$ cat src/rtl/layer5_pkg.sv
`default_nettype none
// ============================================================================
//  Module      : layer5_pkg
//  Description : Shared constants, FSM state encoding and tap-index helper
//                for the layer-4 result reader / layer-5 window datapath.
//                DATA_W is the layer-4 output pixel length (128 bits).
//  Revision    : 1.0 - initial release
// ============================================================================
package layer5_pkg;

    localparam int IN_WIDTH  = 12;
    localparam int K         = 3;
    localparam int DATA_W    = 128;
    localparam int OUT_WIDTH = IN_WIDTH - K + 1;
    localparam int NTAPS     = K * K;
    localparam int KW        = $clog2(K);
    localparam int TAP_W     = $clog2(NTAPS);
    localparam int COORD_W   = 8;
    localparam int ADDR_W    = 16;

    typedef enum logic [1:0] {
        ST_IDLE  = 2'd0,
        ST_FETCH = 2'd1,
        ST_HOLD  = 2'd2,
        ST_DONE  = 2'd3
    } state_t;

    // Flat tap position of window element (kr, kc), row-major.
    function automatic logic [TAP_W-1:0] tap_index(input logic [KW-1:0] kr,
                                                   input logic [KW-1:0] kc);
        return TAP_W'(kr) * TAP_W'(K) + TAP_W'(kc);
    endfunction

endpackage
`default_nettype wire

$ cat src/rtl/layer5_window_regs.sv
`default_nettype none
// ============================================================================
//  Module      : layer5_window_regs
//  Description : K x K x DATA_W window register bank with per-tap write,
//                synchronous clear and (LAYER5_WINDOW_REUSE_EN only) a
//                one-column left shift used on same-row window steps.
//  Revision    : 1.0 - initial release
// ============================================================================
module layer5_window_regs
    import layer5_pkg::*;
(
    input  logic                    clk,
    input  logic                    rst,
    input  logic                    wr_en,
    input  logic [TAP_W-1:0]        wr_tap,
    input  logic [DATA_W-1:0]       wr_data,
`ifdef LAYER5_WINDOW_REUSE_EN
    input  logic                    shift_en,
`endif
    output logic [NTAPS*DATA_W-1:0] window
);

    logic [DATA_W-1:0] r_taps [NTAPS];

    // Tap storage: clear, column shift (kc+1 -> kc) or single-tap write.
    always_ff @(posedge clk) begin
        if (rst) begin
            for (int t = 0; t < NTAPS; t++) begin
                r_taps[t] <= '0;
            end
        end
`ifdef LAYER5_WINDOW_REUSE_EN
        else if (shift_en) begin
            for (int r = 0; r < K; r++) begin
                for (int c = 0; c < K - 1; c++) begin
                    r_taps[r*K + c] <= r_taps[r*K + c + 1];
                end
            end
        end
`endif
        else if (wr_en) begin
            r_taps[wr_tap] <= wr_data;
        end
    end

    genvar g;
    generate
        for (g = 0; g < NTAPS; g++) begin : g_flat
            assign window[g*DATA_W +: DATA_W] = r_taps[g];
        end
    endgenerate

endmodule
`default_nettype wire

$ cat src/rtl/layer4_result_reader.sv
`default_nettype none
// ============================================================================
//  Module      : layer4_result_reader
//  Description : Walks the 12x12 layer-4 result store, assembles 3x3 windows
//                and hands them to layer 5 over valid/ready.
//                Optional macro LAYER5_WINDOW_REUSE_EN: reuse two columns on
//                same-row steps so only the new column is fetched.
//  Revision    : 1.0 - initial release
// ============================================================================
module layer4_result_reader
    import layer5_pkg::*;
(
    input  logic                    clk,
    input  logic                    rst,
    input  logic                    start,
    output logic [ADDR_W-1:0]       read_row_addr,
    output logic [ADDR_W-1:0]       read_col_addr,
    output logic                    layer4_result_read_signal,
    input  logic [DATA_W-1:0]       layer4_result_output,
    output logic [NTAPS*DATA_W-1:0] window_out,
    output logic                    window_valid,
    input  logic                    window_ready,
    output logic [COORD_W-1:0]      out_row,
    output logic [COORD_W-1:0]      out_col,
    output logic                    busy,
    output logic                    done
);

`ifdef LAYER5_WINDOW_REUSE_EN
    localparam logic [KW-1:0] c_step_kc = KW'(K - 1);
`else
    localparam logic [KW-1:0] c_step_kc = '0;
`endif

    state_t              r_state;
    state_t              w_state_next;
    logic [KW-1:0]       r_kr;
    logic [KW-1:0]       r_kc;
    logic [COORD_W-1:0]  r_out_row;
    logic [COORD_W-1:0]  r_out_col;
    logic                w_last_read;
    logic                w_handshake;
    logic                w_last_window;
    logic                w_row_wrap;
    logic                w_fetch;

    assign w_fetch       = (r_state == ST_FETCH);
    assign w_last_read   = (r_kr == KW'(K - 1)) && (r_kc == KW'(K - 1));
    assign w_handshake   = (r_state == ST_HOLD) && window_ready;
    assign w_row_wrap    = (r_out_col == COORD_W'(OUT_WIDTH - 1));
    assign w_last_window = w_row_wrap && (r_out_row == COORD_W'(OUT_WIDTH - 1));

    assign out_row = r_out_row;
    assign out_col = r_out_col;

    // State register.
    always_ff @(posedge clk) begin
        if (rst) begin
            r_state <= ST_IDLE;
        end else begin
            r_state <= w_state_next;
        end
    end

    // Next-state decode and state-derived outputs.
    always_comb begin
        w_state_next              = r_state;
        layer4_result_read_signal = 1'b0;
        read_row_addr             = '0;
        read_col_addr             = '0;
        window_valid              = 1'b0;
        busy                      = 1'b0;
        done                      = 1'b0;
        case (r_state)
            ST_IDLE: begin
                if (start) begin
                    w_state_next = ST_FETCH;
                end
            end
            ST_FETCH: begin
                busy                      = 1'b1;
                layer4_result_read_signal = 1'b1;
                read_row_addr             = ADDR_W'(r_out_row) + ADDR_W'(r_kr);
                read_col_addr             = ADDR_W'(r_out_col) + ADDR_W'(r_kc);
                if (w_last_read) begin
                    w_state_next = ST_HOLD;
                end
            end
            ST_HOLD: begin
                busy         = 1'b1;
                window_valid = 1'b1;
                if (w_handshake) begin
                    w_state_next = w_last_window ? ST_DONE : ST_FETCH;
                end
            end
            ST_DONE: begin
                done         = 1'b1;
                w_state_next = ST_IDLE;
            end
            default: begin
                w_state_next = ST_IDLE;
            end
        endcase
    end

    // Window coordinates and in-window fetch counters (kr inner, kc outer).
    always_ff @(posedge clk) begin
        if (rst) begin
            r_kr      <= '0;
            r_kc      <= '0;
            r_out_row <= '0;
            r_out_col <= '0;
        end else begin
            case (r_state)
                ST_IDLE: begin
                    if (start) begin
                        r_kr      <= '0;
                        r_kc      <= '0;
                        r_out_row <= '0;
                        r_out_col <= '0;
                    end
                end
                ST_FETCH: begin
                    if (!w_last_read) begin
                        if (r_kr == KW'(K - 1)) begin
                            r_kr <= '0;
                            r_kc <= r_kc + 1'b1;
                        end else begin
                            r_kr <= r_kr + 1'b1;
                        end
                    end
                end
                ST_HOLD: begin
                    if (w_handshake && !w_last_window) begin
                        r_kr <= '0;
                        if (w_row_wrap) begin
                            r_out_col <= '0;
                            r_out_row <= r_out_row + 1'b1;
                            r_kc      <= '0;
                        end else begin
                            r_out_col <= r_out_col + 1'b1;
                            r_kc      <= c_step_kc;
                        end
                    end
                end
                default: begin
                end
            endcase
        end
    end

`ifdef LAYER5_WINDOW_REUSE_EN
    logic w_shift;
    assign w_shift = w_handshake && !w_last_window && !w_row_wrap;
`endif

    layer5_window_regs u_window_regs (
        .clk      (clk),
        .rst      (rst),
        .wr_en    (w_fetch),
        .wr_tap   (tap_index(r_kr, r_kc)),
        .wr_data  (layer4_result_output),
`ifdef LAYER5_WINDOW_REUSE_EN
        .shift_en (w_shift),
`endif
        .window   (window_out)
    );

endmodule
`default_nettype wire

$ cat config.mk
export PLATFORM = sky130hd
export DESIGN_NAME = layer4_result_reader
export DESIGN_NICKNAME = d
export VERILOG_FILES = /design/src/rtl/layer5_pkg.sv /design/src/rtl/layer5_window_regs.sv /design/src/rtl/layer4_result_reader.sv
export SDC_FILE = /design/constraint.sdc
export NUM_CORES = 1
export LEC_CHECK = 0
export ABC_CLOCK_PERIOD_IN_PS = 27500
export CAP_MARGIN = 40
export CORE_AREA = 8 8 517 519
export DETAILED_ROUTE_END_ITERATION = 10
export DIE_AREA = 0 0 525 527
export DONT_BUFFER_PORTS = 1
export HOLD_SLACK_MARGIN = 0.02
export SETUP_SLACK_MARGIN = 0.1
export SYNTH_ARGS = -nofsm -noshare
export SYNTH_HDL_FRONTEND = slang
export SYNTH_SLANG_ARGS = --single-unit
$ cat constraint.sdc
create_clock -name clk -period 27.5 [get_ports clk]
set_input_delay 5.5 -clock clk [delete_from_list [all_inputs] [get_ports clk]]
set_output_delay 5.5 -clock clk [all_outputs]
set_load 0.005 [all_outputs]
==> metrics.md <==
| Metric | Value |
|---|---|
| Status | `finished, final reports clean` |
| Synth warn | `0` |
| Share of cells above drive strength 1 | `8.62%` |
| Leakage power | `18.3 nW` |
| Dpl cell area | `48800 um2` |
| DRT iter0 DRCs | `2596` |
| Most used routing layer | `met2` |
| Sequential share of the synthesized area | `78.8%` |
| Commonest non-fill, non-tap cells in the layout | `and2_1, edfxtp_1, clkbuf_16` |
| Global placement routability congestion | `0.762` |
| Required @ worst endpoint | `22.00 ns` |
| Met1 global-route usage | `13.8%` |
| Peak supply drop | `0.0000717 V` |
| Vias | `23900` |
| Final Cell Area | `52800 um2` |
| Post-CTS Hold Fix Bufs | `0` |
| Setup slack at placement | `18.63 ns` |
| Routed wire length | `177 mm` |
| Grt met2 use | `19.5%` |
| Initial antenna violation count | `61` |
| Post-synth EDFFs | `1152` |
| H-tree levels | `3` |
| Setup tns final | `0 ns` |
| Worst Setup SP | `out_col[0]$_SDFFE_PP0P_` |
| #FFs+latches synth | `1174` |
| GRT overflow | `0` |
| Min-Delay Path Class | `register to register` |
| Fin nets | `2897` |
| First-pass DRT Iterations | `5` |
| Drt wl/cell | `28.1 um` |
| Core box area | `259000 um2` |
| Detail Route Antenna Nets | `0` |
| Worst-Margin Slew | `0.993 ns` |
| Startpoint class of the critical path | `register` |
| Ys flop type | `edfxtp_1` |
| PortBufs | `0` |
| CTS tree | `yes` |
| Final period util | `29.8%` |
| Post-layout minimum cycle time | `8.19 ns` |
| Number of placement rows | `187` |
| Max clock buf depth | `3` |
| Final setup fails | `0` |
| GRT Overall Usage | `12.0%` |
| Vias in the first global route | `23100` |
| Most common cell after layout, fill and taps aside | `and2_1` |
| Post-CTS sizing | `0` |
| Unrepaired setup endpoints after global routing | `no` |
| R2R Path Start | `r_kr[0]$_SDFFE_PP0P_` |
| Root Driver | `clkbuf_16` |
| Drt via density | `3.80` |
| Footprint of the multi-input gates | `8890 um2` |
| Post-DP HPWL | `129 mm` |
| Slew Limit Fails | `0` |
| Nature of the critical path endpoint | `output pin` |
| Max-Slew Margin vs Limit | `33.8%` |
| Crit Path Class | `register to output pin` |
| FF+latch area | `35000 um2` |
| Final worst slack | `19.31 ns` |
| MaxCap Viol Count | `0` |
| Clk_lat worst skew | `0.76 ns` |
| Worst path arrival time | `2.69 ns` |
| Initial core utilization | `17.2%` |
| Power, Total | `0.00407 W` |
| Layout fillers | `27100` |
| M3 GR Usage | `5.67%` |
| Post-CTS setup buffers | `0` |
| Max Freq | `122 MHz` |
| Pin count of the biggest net entering global routing | `90` |
| Final hold vios | `0` |
| Post-layout util | `20.4%` |
| # IOs | `1336` |
| Chip height | `527 um` |
| CP max-delay cell | `dfxtp_1` |
| Yosys cell types | `56` |
| Slowest cell delay on critical path | `0.57 ns` |
| # clock sinks | `1174` |
| Num CTS Buffers | `121` |
| Die width | `525 um` |
| DRC viols | `0` |
| Syn Area/Cell | `16.4 um2` |
| Cell Chain, Critical Path | `ha_1, inv_1, fa_1, or3_1, a21boi_0` |
| Die ar. | `277000 um2` |
| Clock Skew | `0.0428 ns` |
| Post-Syn Area | `44500 um2` |
| Critical path fanouts, max | `8` |
| Area Growth Syn to Fin | `18.7%` |
| Pwr Density | `77.0 nW/um2` |
| Worst Min Path Start | `r_state[1]$_SDFFE_PP0P_` |
| Global-route wire length before repair | `228 mm` |
| Synthesized instance count | `2706` |
| Async S/R FF share, synth | `0%` |
| Reg clk slew, reported paths | `0.06 ns` |
==> per-layer routing <==
| layer | share of wire, % | vias up |
|---|---|---|
| li1 | - | 9561 |
| met5 | 0.0074 | - |
| met3 | 13 | 237 |
| met1 | 37 | 12200 |
| met2 | 47 | 1839 |
| met4 | 3.4 | 2 |
==> worst paths after layout <==
path | to | slack [ns] | cells past startpoint
max | read_col_addr[4] | 19.31 | 5
min | r_state[1]$_SDFFE_PP0P_ | 0.54 | 1
max reg2reg | u_window_regs.r_taps[6][101]$_SDFFCE_PN0P_ | 22.61 | 8
min reg2reg | r_state[1]$_SDFFE_PP0P_ | 0.54 | 1
==> worst max-delay path, delay by kind of cell (launching register included) <==
kind                       cells  cell delay, ns
and+or+nand+nor                1            0.36
AOI/OAI and AO/OA              1            0.28
adders and majority gates      2            0.71
buffers and inverters          1            0.06
DFF                            1            0.57
==> through the flow <==
stage / hold WS, ns / cells
CTS: 0.553 / 6243
floorplan: 0.491 / 2719
global placement: 0.530 / 6012
global route: 0.563 / 6253
detailed placement: 0.544 / 6020
finish: 0.545 / 6287
==> final cells by class <==
class                           instances  share of cell area (%)
Sequential cell                      1174                    66.3
Multi-Input combinational cell       1371                    16.8
Tap cell                             3402                    8.06
Clock buffer                          149                    5.93
Clock inverter                         74                    1.41
Timing Repair Buffer                   56                    1.10
Antenna cell                           43                   0.204
Inverter                               18                   0.128
==> state kept, by name, summed over array words and instances (netlist names) <==
signal,flops
r_state,2
r_kc,2
out_col,8
r_kr,2
u_window_regs.r_taps,1152
out_row,8
==> cells by family (layout without fill, tap and decap cells) <==
| family | after synthesis | after routing | share of synthesized area, % |
|---|---|---|---|
| AOI/OAI and AO/OA | 54 | 54 | 0.827 |
| buffers and inverters | 174 | 297 | 1.67 |
| and+or+nand+nor | 1266 | 1266 | 17.7 |
| other | 1 | 57 | 0.00843 |
| xor gates and xnor gates | 12 | 12 | 0.236 |
| DFF | 1174 | 1174 | 78.8 |
| muxes | 2 | 2 | 0.0450 |
| adders and majority gates | 23 | 23 | 0.714 |
==> cell usage after synthesis (6+ instances only) <==
cell type,instances,area (um2)
nor3_1,7,35.0
edfxtp_1,1152,34600
dfxtp_1,22,440
buf_4,15,113
nand3_1,7,35.0
inv_1,17,63.8
a21oi_1,13,65.1
nand4_1,7,43.8
buf_2,16,80.1
nand2b_1,6,37.5
nand2_1,18,67.6
clkbuf_1,123,462
nor2b_1,6,37.5
or3_1,8,50.1
and2_1,1165,7290
o21ai_0,11,55.1
ha_1,19,238
nor2_1,11,41.3
xnor2_1,12,105
==> power by group <==
group	leakage, nW	total, W	switching [W]	internal (W)
Combinational	4.36	0.000230	0.000173	0.0000573
Clock	1.88	0.00162	0.000717	0.000898
Sequential	12.1	0.00222	0.000108	0.00212
Total	18.3	0.00407	0.000998	0.00307
Power figures use the tool's default switching activity.
==> edit: new RTL, config.mk and constraints unchanged <==
Set the package constant `COORD_W` to 6 (it was 8).
--- a/src/rtl/layer5_pkg.sv
+++ b/src/rtl/layer5_pkg.sv
@@ -17,3 +17,3 @@
     localparam int TAP_W     = $clog2(NTAPS);
-    localparam int COORD_W   = 8;
+    localparam int COORD_W   = 6;
     localparam int ADDR_W    = 16;
Interface: changed (resized out_col and out_row); port bits go from 1336 to 1332. The function was not compared with the original's and may differ.
==> edit against the unedited design <==
- final area decreased by 0.61%
- synthesized area decreased by 0.66%
- total power decreased by 0.42%
- global-route usage decreased by 0.13 points
- die area unchanged
- sequential cell count decreased by 4
- worst setup slack got worse by 210 ps
- wire length decreased by 1.0%
- via count decreased by 2.2%
==> edit: results (changes against the unedited design) <==
[setup_path]
max_stage_delay_ps=750  ; +180 ps
critPathTopFamily=flip-flops
cp_slowest_cell=dfxtp_1
crit_start=out_row[0]$_SDFFE_PP0P_
rrSetupSlack_ps=22500  ; -110 ps
critPathCapture=read_row_addr[4]
regToRegEndpoint=u_window_regs.r_taps[4][27]$_SDFFCE_PN0P_
worstPathArrival_ps=2900  ; +210 ps
r2r_cells=9  ; +1

[outcome]
status=finished clean

[place]
dpl.hpwl_um=126300  ; -2.3%
dp_slack_ps=18380  ; -250.9 ps
gp_congestion=0.7498  ; -1.5%

[hold_path]
min_from=r_state[0]$_SDFFE_PP0P_
hp-class=reg2reg
whs_path_depth=2  ; +1

[grt]
grt_usage_pct=11.83  ; -0.13 points
grt_use_met1_pct=13.76  ; -0.036 points
antenna_found_initial=79  ; +30%
grt_pass1_wl_um=224900  ; -1.5%
grt_max_degree=130  ; +44%
grt_util_met3_pct=5.063  ; -0.61 points

[timing]
clock_skew_ps=76.84  ; +33.99 ps
worstMarginPinSlew_ps=959.3  ; -34.16 ps
finalCritPeriodShare_pct=30.56  ; +0.78 points

[clock_tree]
ctsResizeCount=0  ; unchanged
cts_buffers=119  ; -1.7%
clock_latency_ps=780  ; +20 ps
cts_root_buf=clkbuf_16

[final_layout]
drive_gt1_share_pct=8.906  ; +0.28 points
fillers=27109  ; +0.037%
largest_reg_flops=1152  ; unchanged
nNetsFinal=2849  ; -1.7%

[detailed_routing]
route.met3.wl_um=21840  ; -5.5%
drtIter0Drc=2646  ; +1.9%
drt-met1-wl_um=64780  ; -0.39%
wl_per_cell_um=28.05  ; -0.23%
route.met2.wl_um=82490  ; about the same
vias=23355  ; -2.2%

[yosys]
synth_commonest_cells=1,163 x and2_1, 1,152 x edfxtp_1, 119 x clkbuf_1
synth_cell_type_count=53  ; -5.4%
synth.area.top_cells=edfxtp_1 78%, and2_1 16%, clkbuf_1 1.0%
yosysSeqAreaShare_pct=79.10  ; +0.34 points

[power]
p_int_mw=3.068  ; -0.10%
p_comb_mw=0.214  ; -7%
p_leak_nw=18.21  ; -0.65%
power.density_nw_per_um2=77.19  ; +0.19%
peakVddDrop_uv=48.83  ; -32%

-- edit: kinds of logic after synthesis --
group	count (synthesis)	synth area share, %
simple gates	1245	17.61
flops	1170	79.10
buf+inv	172	1.685
compound gates	39	0.6087
fa+ha+maj	23	0.7192
xor+xnor	9	0.1784
mux	4	0.09061
other cells	1	0.008486
-- edit: stage by stage --
stage | hold slack (ps) | util (%) | instances | area [um2]
floorplan | 485.3 | - | 2680 | 44250
global placement | 510.3 | 18.69 | 5969 | 48330
detailed placement | 529.8 | 18.74 | 5974 | 48440
CTS | 528.1 | 20.25 | 6197 | 52370
global route | 551.8 | 20.28 | 6210 | 52420
finish | 538.0 | 20.30 | 6237 | 52490
-- edit: final cells by class --
| cell class | instances | area share [%] |
|---|---|---|
| diodes | 39 | 0.1859 |
| clock buffers | 144 | 5.890 |
| clock inverters | 79 | 1.590 |
| inverters | 17 | 0.1216 |
| multi-input cells | 1338 | 16.57 |
| flip-flops and latches | 1170 | 66.59 |
| well taps | 3402 | 8.109 |
| repair buffers | 48 | 0.9439 |
